===== config.mk =====
export PLATFORM = sky130hd
export DESIGN_NAME = common_dffram_arb2
export DESIGN_NICKNAME = d
export VERILOG_FILES = /design/src/rtl/common_dffram_arb2.sv
export SDC_FILE = /design/constraint.sdc
export NUM_CORES = 1
export LEC_CHECK = 0
export CAP_MARGIN = 40
export CORE_AREA = 4 4 41 43
export CTS_CLUSTER_SIZE = 12
export DETAILED_ROUTE_END_ITERATION = 10
export DIE_AREA = 0 0 45 47
export PLACE_DENSITY = 0.61
export SYNTH_ARGS = -nofsm -noshare
export SYNTH_HDL_FRONTEND = slang
export SYNTH_SLANG_ARGS = --single-unit

===== constraint.sdc =====
create_clock -name clk -period 1.3 [get_ports clk]
set_input_delay 0.13 -clock clk [delete_from_list [all_inputs] [get_ports clk]]
set_output_delay 0.13 -clock clk [all_outputs]
set_load 0.1 [all_outputs]

===== src/rtl/common_dffram_arb2.sv =====
// -----------------------------------------------------------------------------
// common_dffram_arb2
//
// Two-requester round-robin arbiter and clear sequencer placed directly in
// front of one single-port, bit-write-enable DFF RAM. Each granted access
// returns a registered response one cycle later, carrying the word the RAM
// held before the access (read-before-write).
//
// Optional feature macro: COMMON_DFFRAM_ARB2_CLEAR_EN
//   defined   : CLEAR state + sweep counter overwrite every entry with
//               CLEAR_VALUE after a single-cycle clr pulse.
//   undefined : only the SERVE behaviour exists; clr is ignored and
//               clr_busy / clr_done are tied low.
//
// Ports
//   clk                 sole clock, rising edge
//   reset               asynchronous, active-low reset
//   req_valid[1:0]      per-requester request valid
//   req_ready[1:0]      per-requester grant (combinational)
//   req_addr0/1         access address
//   req_we0/1           bit write mask (all zeros = pure read)
//   req_wdata0/1        write data
//   rsp_valid[1:0]      one-cycle response pulse per requester
//   rsp_rdata           pre-access word of the granted request
//   clr                 single-cycle clear request
//   clr_busy            sweep in progress
//   clr_done            one-cycle pulse after the last entry is written
//   ram_addr/en/we/din  to the RAM, one-to-one
//   ram_dout            from the RAM (combinational read)
// -----------------------------------------------------------------------------
module common_dffram_arb2 #(
   parameter int                        RAM_DATA_WIDTH = 1,
   parameter int                        RAM_ADDR_WIDTH = 1,
   parameter logic [RAM_DATA_WIDTH-1:0] CLEAR_VALUE    = '0
) (
   input  logic                      clk,
   input  logic                      reset,
   input  logic [1:0]                req_valid,
   output logic [1:0]                req_ready,
   input  logic [RAM_ADDR_WIDTH-1:0] req_addr0,
   input  logic [RAM_ADDR_WIDTH-1:0] req_addr1,
   input  logic [RAM_DATA_WIDTH-1:0] req_we0,
   input  logic [RAM_DATA_WIDTH-1:0] req_we1,
   input  logic [RAM_DATA_WIDTH-1:0] req_wdata0,
   input  logic [RAM_DATA_WIDTH-1:0] req_wdata1,
   output logic [1:0]                rsp_valid,
   output logic [RAM_DATA_WIDTH-1:0] rsp_rdata,
   input  logic                      clr,
   output logic                      clr_busy,
   output logic                      clr_done,
   output logic [RAM_ADDR_WIDTH-1:0] ram_addr,
   output logic                      ram_en,
   output logic [RAM_DATA_WIDTH-1:0] ram_we,
   output logic [RAM_DATA_WIDTH-1:0] ram_din,
   input  logic [RAM_DATA_WIDTH-1:0] ram_dout
);

   logic                      in_serve;    // arbitration allowed this cycle
   logic                      sweeping;    // RAM port owned by the clear sweep
   logic [RAM_ADDR_WIDTH-1:0] sweep_addr;

   logic [1:0]                grant;
   logic                      last_q, last_d;      // requester granted last
   logic [1:0]                rsp_valid_q, rsp_valid_d;
   logic [RAM_DATA_WIDTH-1:0] rsp_rdata_q, rsp_rdata_d;

`ifdef COMMON_DFFRAM_ARB2_CLEAR_EN
   localparam logic SERVE = 1'b0;
   localparam logic CLEAR = 1'b1;

   logic                      state_q, state_d;
   logic [RAM_ADDR_WIDTH-1:0] cnt_q, cnt_d;
   logic                      clr_done_q, clr_done_d;

   always_comb begin
      // NOTE: every always_comb output gets a default first so no path
      // leaves it unassigned, which would otherwise infer a latch.
      state_d    = state_q;
      cnt_d      = cnt_q;
      clr_done_d = 1'b0;
      case (state_q)
         SERVE: begin
            // A grant in this same cycle still completes; the sweep starts
            // on the following cycle.
            if (clr) state_d = CLEAR;
         end
         CLEAR: begin
            // clr is deliberately not looked at here: no queuing.
            cnt_d = cnt_q + 1'b1;
            if (cnt_q == '1) begin
               state_d    = SERVE;
               cnt_d      = '0;
               clr_done_d = 1'b1;
            end
         end
         default: state_d = SERVE;
      endcase
   end

   always_ff @(posedge clk or negedge reset) begin
      if (!reset) begin
         state_q    <= SERVE;
         cnt_q      <= '0;
         clr_done_q <= 1'b0;
      end else begin
         // NOTE: sequential state uses non-blocking assignments so every
         // flop samples the pre-edge values of its neighbours.
         state_q    <= state_d;
         cnt_q      <= cnt_d;
         clr_done_q <= clr_done_d;
      end
   end

   assign in_serve   = (state_q == SERVE);
   assign sweeping   = (state_q == CLEAR);
   assign sweep_addr = cnt_q;
   assign clr_busy   = (state_q == CLEAR);
   assign clr_done   = clr_done_q;
`else
   logic                      unused_clr;
   logic [RAM_DATA_WIDTH-1:0] unused_clear_value;

   assign unused_clr         = clr;
   assign unused_clear_value = CLEAR_VALUE;
   assign in_serve           = 1'b1;
   assign sweeping           = 1'b0;
   assign sweep_addr         = '0;
   assign clr_busy           = 1'b0;
   assign clr_done           = 1'b0;
`endif

   // Round robin: a lone requester always wins; on a tie the one that was
   // not granted last wins. last_q resets to 1 so requester 0 wins first.
   always_comb begin
      grant = 2'b00;
      if (in_serve) begin
         if (req_valid == 2'b11) grant = last_q ? 2'b01 : 2'b10;
         else                    grant = req_valid;
      end
   end

   assign req_ready = grant;

   always_comb begin
      ram_en   = 1'b0;
      ram_addr = '0;
      ram_we   = '0;
      ram_din  = '0;
      if (sweeping) begin
         ram_en   = 1'b1;
         ram_addr = sweep_addr;
         ram_we   = '1;
`ifdef COMMON_DFFRAM_ARB2_CLEAR_EN
         ram_din  = CLEAR_VALUE;
`endif
      end else if (grant[0]) begin
         ram_en   = 1'b1;
         ram_addr = req_addr0;
         ram_we   = req_we0;
         ram_din  = req_wdata0;
      end else if (grant[1]) begin
         ram_en   = 1'b1;
         ram_addr = req_addr1;
         ram_we   = req_we1;
         ram_din  = req_wdata1;
      end
   end

   // ram_dout is sampled on the same edge that commits the write, so the
   // response carries the word as it was before this access.
   always_comb begin
      last_d      = last_q;
      rsp_valid_d = grant;
      rsp_rdata_d = rsp_rdata_q;
      if (grant[1])      last_d = 1'b1;
      else if (grant[0]) last_d = 1'b0;
      if (grant != 2'b00) rsp_rdata_d = ram_dout;
   end

   always_ff @(posedge clk or negedge reset) begin
      if (!reset) begin
         last_q      <= 1'b1;
         rsp_valid_q <= 2'b00;
         rsp_rdata_q <= '0;
      end else begin
         last_q      <= last_d;
         rsp_valid_q <= rsp_valid_d;
         rsp_rdata_q <= rsp_rdata_d;
      end
   end

   assign rsp_valid = rsp_valid_q;
   assign rsp_rdata = rsp_rdata_q;

endmodule

==> results of run 1 <==
## per-layer routing
layer | routed length [um] | up-vias
li1 | - | 112
met1 | 221 | 105
met2 | 303 | 19
met3 | 123 | 0
met4 | 0 | 0
met5 | 0 | -
## power breakdown
group,switching [mW],internal [mW],leakage [nW]
Clock,0.0550,0.115,0.0150
Combinational,0.258,0.165,0.213
Sequential,0.0140,0.142,0.0468
Total,0.327,0.423,0.274
## repair_timing
action                     CTS  global route
setup endpoints to repair    5             5
resized for setup            5             0
pin swaps                    3             0
buffers inserted             2             0
## placed cells by master, fill, tap and decap left out
| master | synthesis | final |
|---|---|---|
| dfrtp_1 | 3 | 3 |
| clkbuf_4 | 0 | 3 |
| and2_2 | 0 | 1 |
| a32o_2 | 3 | 3 |
| or2_4 | 1 | 1 |
| clkdlybuf4s50_1 | 0 | 8 |
| buf_12 | 0 | 9 |
| dfstp_2 | 1 | 1 |
| buf_4 | 3 | 4 |
| clkbuf_1 | 0 | 1 |
| nand2b_4 | 0 | 1 |
| mux2_4 | 1 | 1 |
| a21oi_1 | 1 | 1 |
| conb_1 | 1 | 2 |
| dlygate4sd2_1 | 0 | 2 |
| nor2_1 | 1 | 1 |
| a21boi_4 | 0 | 1 |
| buf_6 | 0 | 1 |
## registers in the layout, summed over array words and instances, names as in the netlist
signal / cells
rsp_valid: 2
last_q: 1
rsp_rdata: 1
## synth_stat cells
cell type and instances:
a32o_2 3, buf_4 3, dfrtp_1 3, a21boi_2 1, a21oi_1 1, and2_1 1, conb_1 1, dfstp_2 1
mux2_4 1, nand2b_1 1, nor2_1 1, or2_4 1
## cells by family (layout without fill, tap and decap cells)
| logic type | after synthesis | in the layout |
|---|---|---|
| AOI/OAI and AO/OA | 5 | 5 |
| other | 1 | 2 |
| muxes | 1 | 1 |
| and+or+nand+nor | 4 | 4 |
| buffers and inverters | 3 | 28 |
| DFF | 4 | 4 |
## worst max-delay path, delay by kind of cell, from the launching register on
| family | cells | cell delay [ns] |
|---|---|---|
| flip-flops | 1 | 0.57 |
| AO/OA/AOI/OAI | 1 | 0.19 |
| buffers and inverters | 1 | 0.17 |
| AND/OR/NAND/NOR | 1 | 0.15 |
## cell type report
class	count	area, um^2	share of cell area (%)
timing repair buffer	24	319	55.1
tap	15	18.8	3.24
multi-input combinational	12	114	19.7
clock buffer	4	26.3	4.54
sequential	4	101	17.5
## path summary, 6_finish.rpt
check | slack [ns] | cells after the start | end
min reg2reg | 0.57 | 1 | rsp_rdata$_DFFE_PN0P_
max in group asynchronous | 0.97 | 1 | last_q$_DFFE_PN1P_
max reg2reg | 0.29 | 3 | rsp_valid[1]$_DFF_PN0_
min in group clk | 0.31 | 2 | last_q$_DFFE_PN1P_
min | 0.09 | 1 | rsp_valid[1]$_DFF_PN0_
max | -0.15 | 3 | ram_addr
## through the flow
step / TNS [ns] / instance area [um^2] / instances
after floorplan: -0.239 / 223 / 19
after global placement: -0.488 / 522 / 53
after detailed placement: -0.606 / 522 / 53
after CTS: -0.589 / 579 / 59
after global routing: -0.834 / 579 / 59
final: -0.573 / 579 / 59
==> results.json, run 1 <==
{
  "finish.utilization_pct": 44.5,
  "die_h_um": 47,
  "setup_viol": 4,
  "synth-simple-area-share_pct": 11.5,
  "met1_usage_pct": 6.42,
  "skew_ns": 0.00177,
  "grt.met3_usage_pct": 5.36,
  "hold_path_class": "in -> async",
  "synth_top_family_by_area": "compound AO/OA/AOI/OAI gates",
  "dieArea_um2": 2120,
  "hold_buffers": 0,
  "synth_area_um2": 218,
  "row_count": 13,
  "drt_pass1_iterations": 3,
  "gr-usage-met2_pct": 11.6,
  "cts_buffers": 3,
  "startpoint": "last_q$_DFFE_PN1P_",
  "antenna_left": 0,
  "hold_slack_ns": 0.0921,
  "synth_top_area_share_pct": 34.5,
  "grt_use_total_pct": 7.77,
  "pre_cts_ws_ns": -0.154,
  "num_antenna_cells": 0,
  "seq_area_frac_synth_pct": 46.6,
  "outcome": "complete, but fails checks",
  "synth_seq_cells": 4,
  "synthXorXnorAreaFrac_pct": 0,
  "grt_pass1_vias": 275,
  "crit_type": "reg -> out",
  "setup_slack_ns": -0.148,
  "busiest_layer": "met2",
  "numClockSinks": 4,
  "vias": 236,
  "synth_area_leaders": "dfrtp_1, a32o_2, dfstp_2",
  "viasPerCell": 4.00,
  "power_density_nw_per_um2": 1290,
  "violations": "negative setup slack",
  "cts_max_path_buffers": 2,
  "crit_required_ns": 1.17,
  "rsz0062_at_grt": "yes",
  "first_iter_violations": 4,
  "wl_per_cell_um": 11.0,
  "post-dp-hpwl_um": 522,
  "io_buffer_count": 19,
  "slew_viol_final": 0,
  "ios": 23,
  "synth.area.mux_share_pct": 6.90,
  "maxCapViolCount": 0,
  "clkTransAtPathRegs_ns": 0.04,
  "syn_to_final_growth_pct": 166,
  "clk_latency_ns": 0.23,
  "overflow": 0,
  "yosysUniqueCellTypes": 12,
  "cp_max_fo": 4,
  "nets": 57,
  "rr_startpoint": "last_q$_DFFE_PN1P_",
  "grt_max_degree": 6,
  "min_period_ns": 1.45,
  "gp_congestion": 0.662,
  "synth_compound_area_share_pct": 23.0,
  "cts_htree_levels": 1,
  "grt_pass1_wl_mm": 1.06,
  "yosysTopAreaCell": "dfrtp_1",
  "worstSetupEndpointType": "primary output",
  "fp.dieW_um": 45,
  "cp_slowest_cell": "dfstp_2",
  "cts_tree": "yes",
  "critPathLaunchType": "flip-flop",
  "ir_drop_uv": 665,
  "antenna_found_initial": 0,
  "initial_core_util_pct": 16.7,
  "path_cells": "nand2b_4 -> a32o_2 -> buf_12",
  "fin_crit_sh_pct": 111,
  "core_um2": 1300,
  "syn_inst": 18,
  "max_freq_ghz": 0.691,
  "wl_um": 647,
  "yosys_warnings": 0,
  "drive_above_1_share_pct": 59.1,
  "synthAdderAreaFrac_pct": 0,
  "worst_path_largest_cell_delay_ns": 0.57,
  "p_total_mw": 0.750,
  "arrival_ns": 1.32,
  "hold_viol_final": 0,
  "clockRootBuffer": "clkbuf_4",
  "syn_avg_cell_area_um2": 12.1,
  "power.leakage_nw": 0.274,
  "fillers": 143,
  "drc_errors": 0
}
Power figures use the tool's default switching activity.
==> run 2: changes to the inputs <==
- CTS_CLUSTER_SIZE: 12 -> 30
- PLACE_DENSITY: 0.61 -> 0.5
==> results.json, run 2 (synthesis results as in run 1) <==
{
  "clkTransAtPathRegs_ns": 0.04,
  "power.leakage_nw": 0.268,
  "grt_pass1_wl_mm": 1.21,
  "row_count": 13,
  "clk_latency_ns": 0.23,
  "skew_ns": 0.00407,
  "rr_endpoint": "rsp_valid[1]$_DFF_PN0_",
  "fp.dieW_um": 45,
  "dieArea_um2": 2120,
  "first_iter_violations": 1,
  "initial_core_util_pct": 16.7,
  "post-dp-hpwl_um": 651,
  "ios": 23,
  "violations": "negative setup slack",
  "dpl-instance-area_um2": 522,
  "crit_required_ns": 1.17,
  "syn_to_final_growth_pct": 163,
  "layout_common_cells": "clkdlybuf4s50_1, buf_12",
  "final_area_um2": 573,
  "gp_congestion": 0.670,
  "numClockSinks": 4,
  "vias": 242,
  "met1_usage_pct": 7.08,
  "clockRootBuffer": "clkbuf_4",
  "setup_slack_ns": -0.156,
  "busiest_layer": "met2",
  "wl_per_cell_um": 12.9,
  "min_period_ns": 1.46,
  "largest_reg_flops": 2,
  "maxCapViolCount": 0,
  "die_h_um": 47,
  "grt_use_total_pct": 8.47,
  "rr_worst_depth": 3,
  "crit_type": "reg -> out",
  "hold_viol_final": 0,
  "slew_viol_final": 0,
  "nets": 56,
  "cp_max_fo": 4,
  "dp.cells": 53,
  "cts_max_path_buffers": 2,
  "cts_tree": "yes",
  "pre_cts_ws_ns": -0.162,
  "grt.met3_usage_pct": 6.13,
  "core_um2": 1300,
  "worstSetupEndpointType": "primary output",
  "cts_buffers": 3,
  "setup_viol": 4,
  "ir_drop_uv": 564,
  "arrival_ns": 1.33,
  "rr_startpoint": "last_q$_DFFE_PN1P_",
  "hold_path_class": "in -> async",
  "drc_errors": 0,
  "max_freq_ghz": 0.687,
  "fin_crit_sh_pct": 112,
  "drt_pass1_iterations": 2,
  "outcome": "complete, but fails checks",
  "cts_htree_levels": 1,
  "overflow": 0,
  "rsz0062_at_grt": "yes",
  "io_buffer_count": 19,
  "wl_um": 746,
  "gr-usage-met2_pct": 14.4,
  "rrSetupSlack_ns": 0.30,
  "finalNonFillerCells": 58,
  "critPathLaunchType": "flip-flop",
  "grt_max_degree": 6,
  "antenna_left": 0,
  "hold_slack_ns": 0.0903,
  "p_total_mw": 0.745,
  "grt_pass1_vias": 269,
  "viasPerCell": 4.17,
  "antenna_found_initial": 0,
  "drive_above_1_share_pct": 58.1,
  "power_density_nw_per_um2": 1300,
  "hold_buffers": 0,
  "num_antenna_cells": 0
}
[run 2: worst max-delay path by stage]
stage	startpoint	end	slack [ns]	cells past startpoint
2_1_floorplan	last_q$_DFFE_PN1P_	ram_addr	-0.07	2
3_3_place_gp	req_valid[1]	ram_addr	-0.11	4
3_5_place_dp	req_valid[1]	ram_we	-0.16	4
4_1_cts	last_q$_DFFE_PN1P_	ram_we	-0.17	3
5_1_grt	last_q$_DFFE_PN1P_	ram_we	-0.21	3
6_report	last_q$_DFFE_PN1P_	ram_we	-0.16	3
[run 2: routing by layer]
metal / routed length (um) / up-vias
li1: - / 111
met1: 255 / 111
met2: 368 / 20
met3: 123 / 0
met4: 0 / 0
met5: 0 / -
[run 2: repair_timing]
item                       4_1_cts  5_1_grt
setup endpoints to repair        5        5
hold endpoints to repair         0        0
gates cloned                     0        0
gates resized for setup          4        0
pin swaps                        3        0
setup buffers                    1        0
[run 2: stage by stage]
stage	utilization, %	setup TNS, ns
after floorplan	-	-0.239
after global placement	40.1	-0.400
after detailed placement	40.1	-0.639
after CTS	44.0	-0.648
after global routing	44.0	-0.840
final	44.0	-0.606
[run 2: final cells by class]
cell class                 instances  area [um^2]
timing repair buffer              23          313
tap                               15         18.8
clock buffer                       4         26.3
sequential                         4          101
multi-input combinational         12          114
fill                             128          728
[run 2: report_power, final]
part	total [mW]	internal [mW]	switching [mW]
Combinational	0.421	0.161	0.260
Clock	0.168	0.115	0.0524
Sequential	0.156	0.142	0.0143
[run 2: critical path, cell delays in order (launching register included)]
cell	delay [ns]
dfstp_2	0.57
nand2b_4	0.15
a32o_2	0.19
buf_12	0.18
==> run 3: changes to the inputs <==
- MAX_ROUTING_LAYER: default -> met4
==> results.json, run 3 (synthesis results as in run 1) <==
{
  "grt_use_total_pct": 8.74,
  "cts_htree_levels": 1,
  "antenna_found_initial": 0,
  "wl_per_cell_um": 12.9,
  "worstSetupEndpointType": "primary output",
  "cts_tree": "yes",
  "vias": 242,
  "cp_slowest_cell": "dfstp_2",
  "outcome": "complete, but fails checks",
  "dpl-instance-area_um2": 522,
  "num_antenna_cells": 0,
  "slew_viol_final": 0,
  "rsz0062_at_grt": "yes",
  "numClockSinks": 4,
  "row_count": 13,
  "drive_above_1_share_pct": 58.1,
  "grt_pass1_wl_mm": 1.20,
  "die_h_um": 47,
  "rr_worst_depth": 3,
  "syn_to_final_growth_pct": 163,
  "nets": 56,
  "cp_num_buf_inv": 1,
  "max_freq_ghz": 0.687,
  "hold_path_class": "in -> async",
  "ios": 23,
  "setup_slack_ns": -0.156,
  "viasPerCell": 4.17,
  "fillers": 128,
  "crit_family": "flip-flops",
  "drt_pass1_iterations": 2,
  "path_cells": "nand2b_4 -> a32o_2 -> buf_12",
  "post-dp-hpwl_um": 651,
  "worst_path_largest_cell_delay_ns": 0.57,
  "dieArea_um2": 2120,
  "drc_errors": 0,
  "pre_cts_ws_ns": -0.162,
  "final_area_um2": 573,
  "wl_um": 747,
  "p_total_mw": 0.744,
  "hold_buffers": 0,
  "grt_max_degree": 6,
  "critPathLaunchType": "flip-flop",
  "layout_common_cells": "clkdlybuf4s50_1, buf_12",
  "ir_drop_uv": 563,
  "crit_type": "reg -> out",
  "skew_ns": 0.00456,
  "core_um2": 1300,
  "clockRootBuffer": "clkbuf_4",
  "arrival_ns": 1.33,
  "io_buffer_count": 19,
  "overflow": 0,
  "first_iter_violations": 1,
  "largest_reg_flops": 2,
  "violations": "negative setup slack",
  "hold_slack_ns": 0.0903,
  "clkTransAtPathRegs_ns": 0.04,
  "finish.utilization_pct": 44.0,
  "startpoint": "last_q$_DFFE_PN1P_",
  "setup_viol": 4,
  "register_area_um2": 101,
  "crit_required_ns": 1.17,
  "fin_crit_sh_pct": 112,
  "hold_viol_final": 0,
  "fp.dieW_um": 45,
  "clk_latency_ns": 0.23,
  "multi_input_area_um2": 114,
  "cts_buffers": 3,
  "crit_path_end": "ram_din",
  "initial_core_util_pct": 16.7,
  "critical_path_depth": 3,
  "power.leakage_nw": 0.268,
  "maxCapViolCount": 0,
  "rr_endpoint": "rsp_valid[1]$_DFF_PN0_",
  "cp_max_fo": 4,
  "min_period_ns": 1.46,
  "grt_pass1_vias": 271,
  "cts_max_path_buffers": 2,
  "antenna_left": 0,
  "gp_congestion": 0.676,
  "rr_startpoint": "last_q$_DFFE_PN1P_",
  "rrSetupSlack_ns": 0.30,
  "power_density_nw_per_um2": 1300
}
[run 3: cell counts in the layout (fill, tap and decap cells not counted)]
Identical to the previous run, type by type.
[run 3: layout make-up]
cell class              count  area share [%]
repair buffers             23            54.6
multi-input cells          12            19.9
clock buffers               4            4.59
flip-flops and latches      4            17.7
well taps                  15            3.28
[run 3: per-layer routing]
layer | part of all wire (%) | routed length [um] | vias to the layer above | global-route usage [%]
met5 | 0 | 0 | - | -
met4 | 0 | 0 | 0 | 5.26
met3 | 12 | 87 | 0 | 4.21
met2 | 49 | 368 | 20 | 14.4
met1 | 39 | 291 | 111 | 8.22
li1 | - | - | 111 | -
[run 3: report_power, final]
part / internal [mW] / leakage (nW) / total (mW) / switching [mW]
Sequential: 0.142 / 0.0468 / 0.156 / 0.0143
Combinational: 0.161 / 0.207 / 0.421 / 0.260
Clock: 0.115 / 0.0150 / 0.167 / 0.0519
Total: 0.418 / 0.268 / 0.744 / 0.326
[run 3: worst reg2reg max path, cell delays in order, from the launching register on]
cell and delay, ns:
dfstp_2 0.57, a21boi_4 0.08, buf_4 0.14, buf_4 0.11
[run 3: how the worst min path moves through the flow]
stage               start                      to  slack [ns]
finish              reset  rsp_valid[1]$_DFF_PN0_        0.09
global route        reset  rsp_valid[1]$_DFF_PN0_        0.09
CTS                 reset  rsp_valid[1]$_DFF_PN0_        0.08
detailed placement  reset   rsp_rdata$_DFFE_PN0P_        0.35
global placement    reset   rsp_rdata$_DFFE_PN0P_        0.35
floorplan           reset   rsp_rdata$_DFFE_PN0P_       -0.17
[run 3: metrics by stage]
step	cells	setup TNS (ns)
global placement	53	-0.400
detailed placement	53	-0.639
global route	58	-0.840
floorplan	19	-0.239
CTS	58	-0.648
finish	58	-0.607
[run 3: repair_timing]
item	CTS	global route
resized for setup	4	0
pin swaps	3	0
setup endpoints to repair	5	5
hold endpoints to repair	0	0
buffers inserted	1	0
cloned	0	0
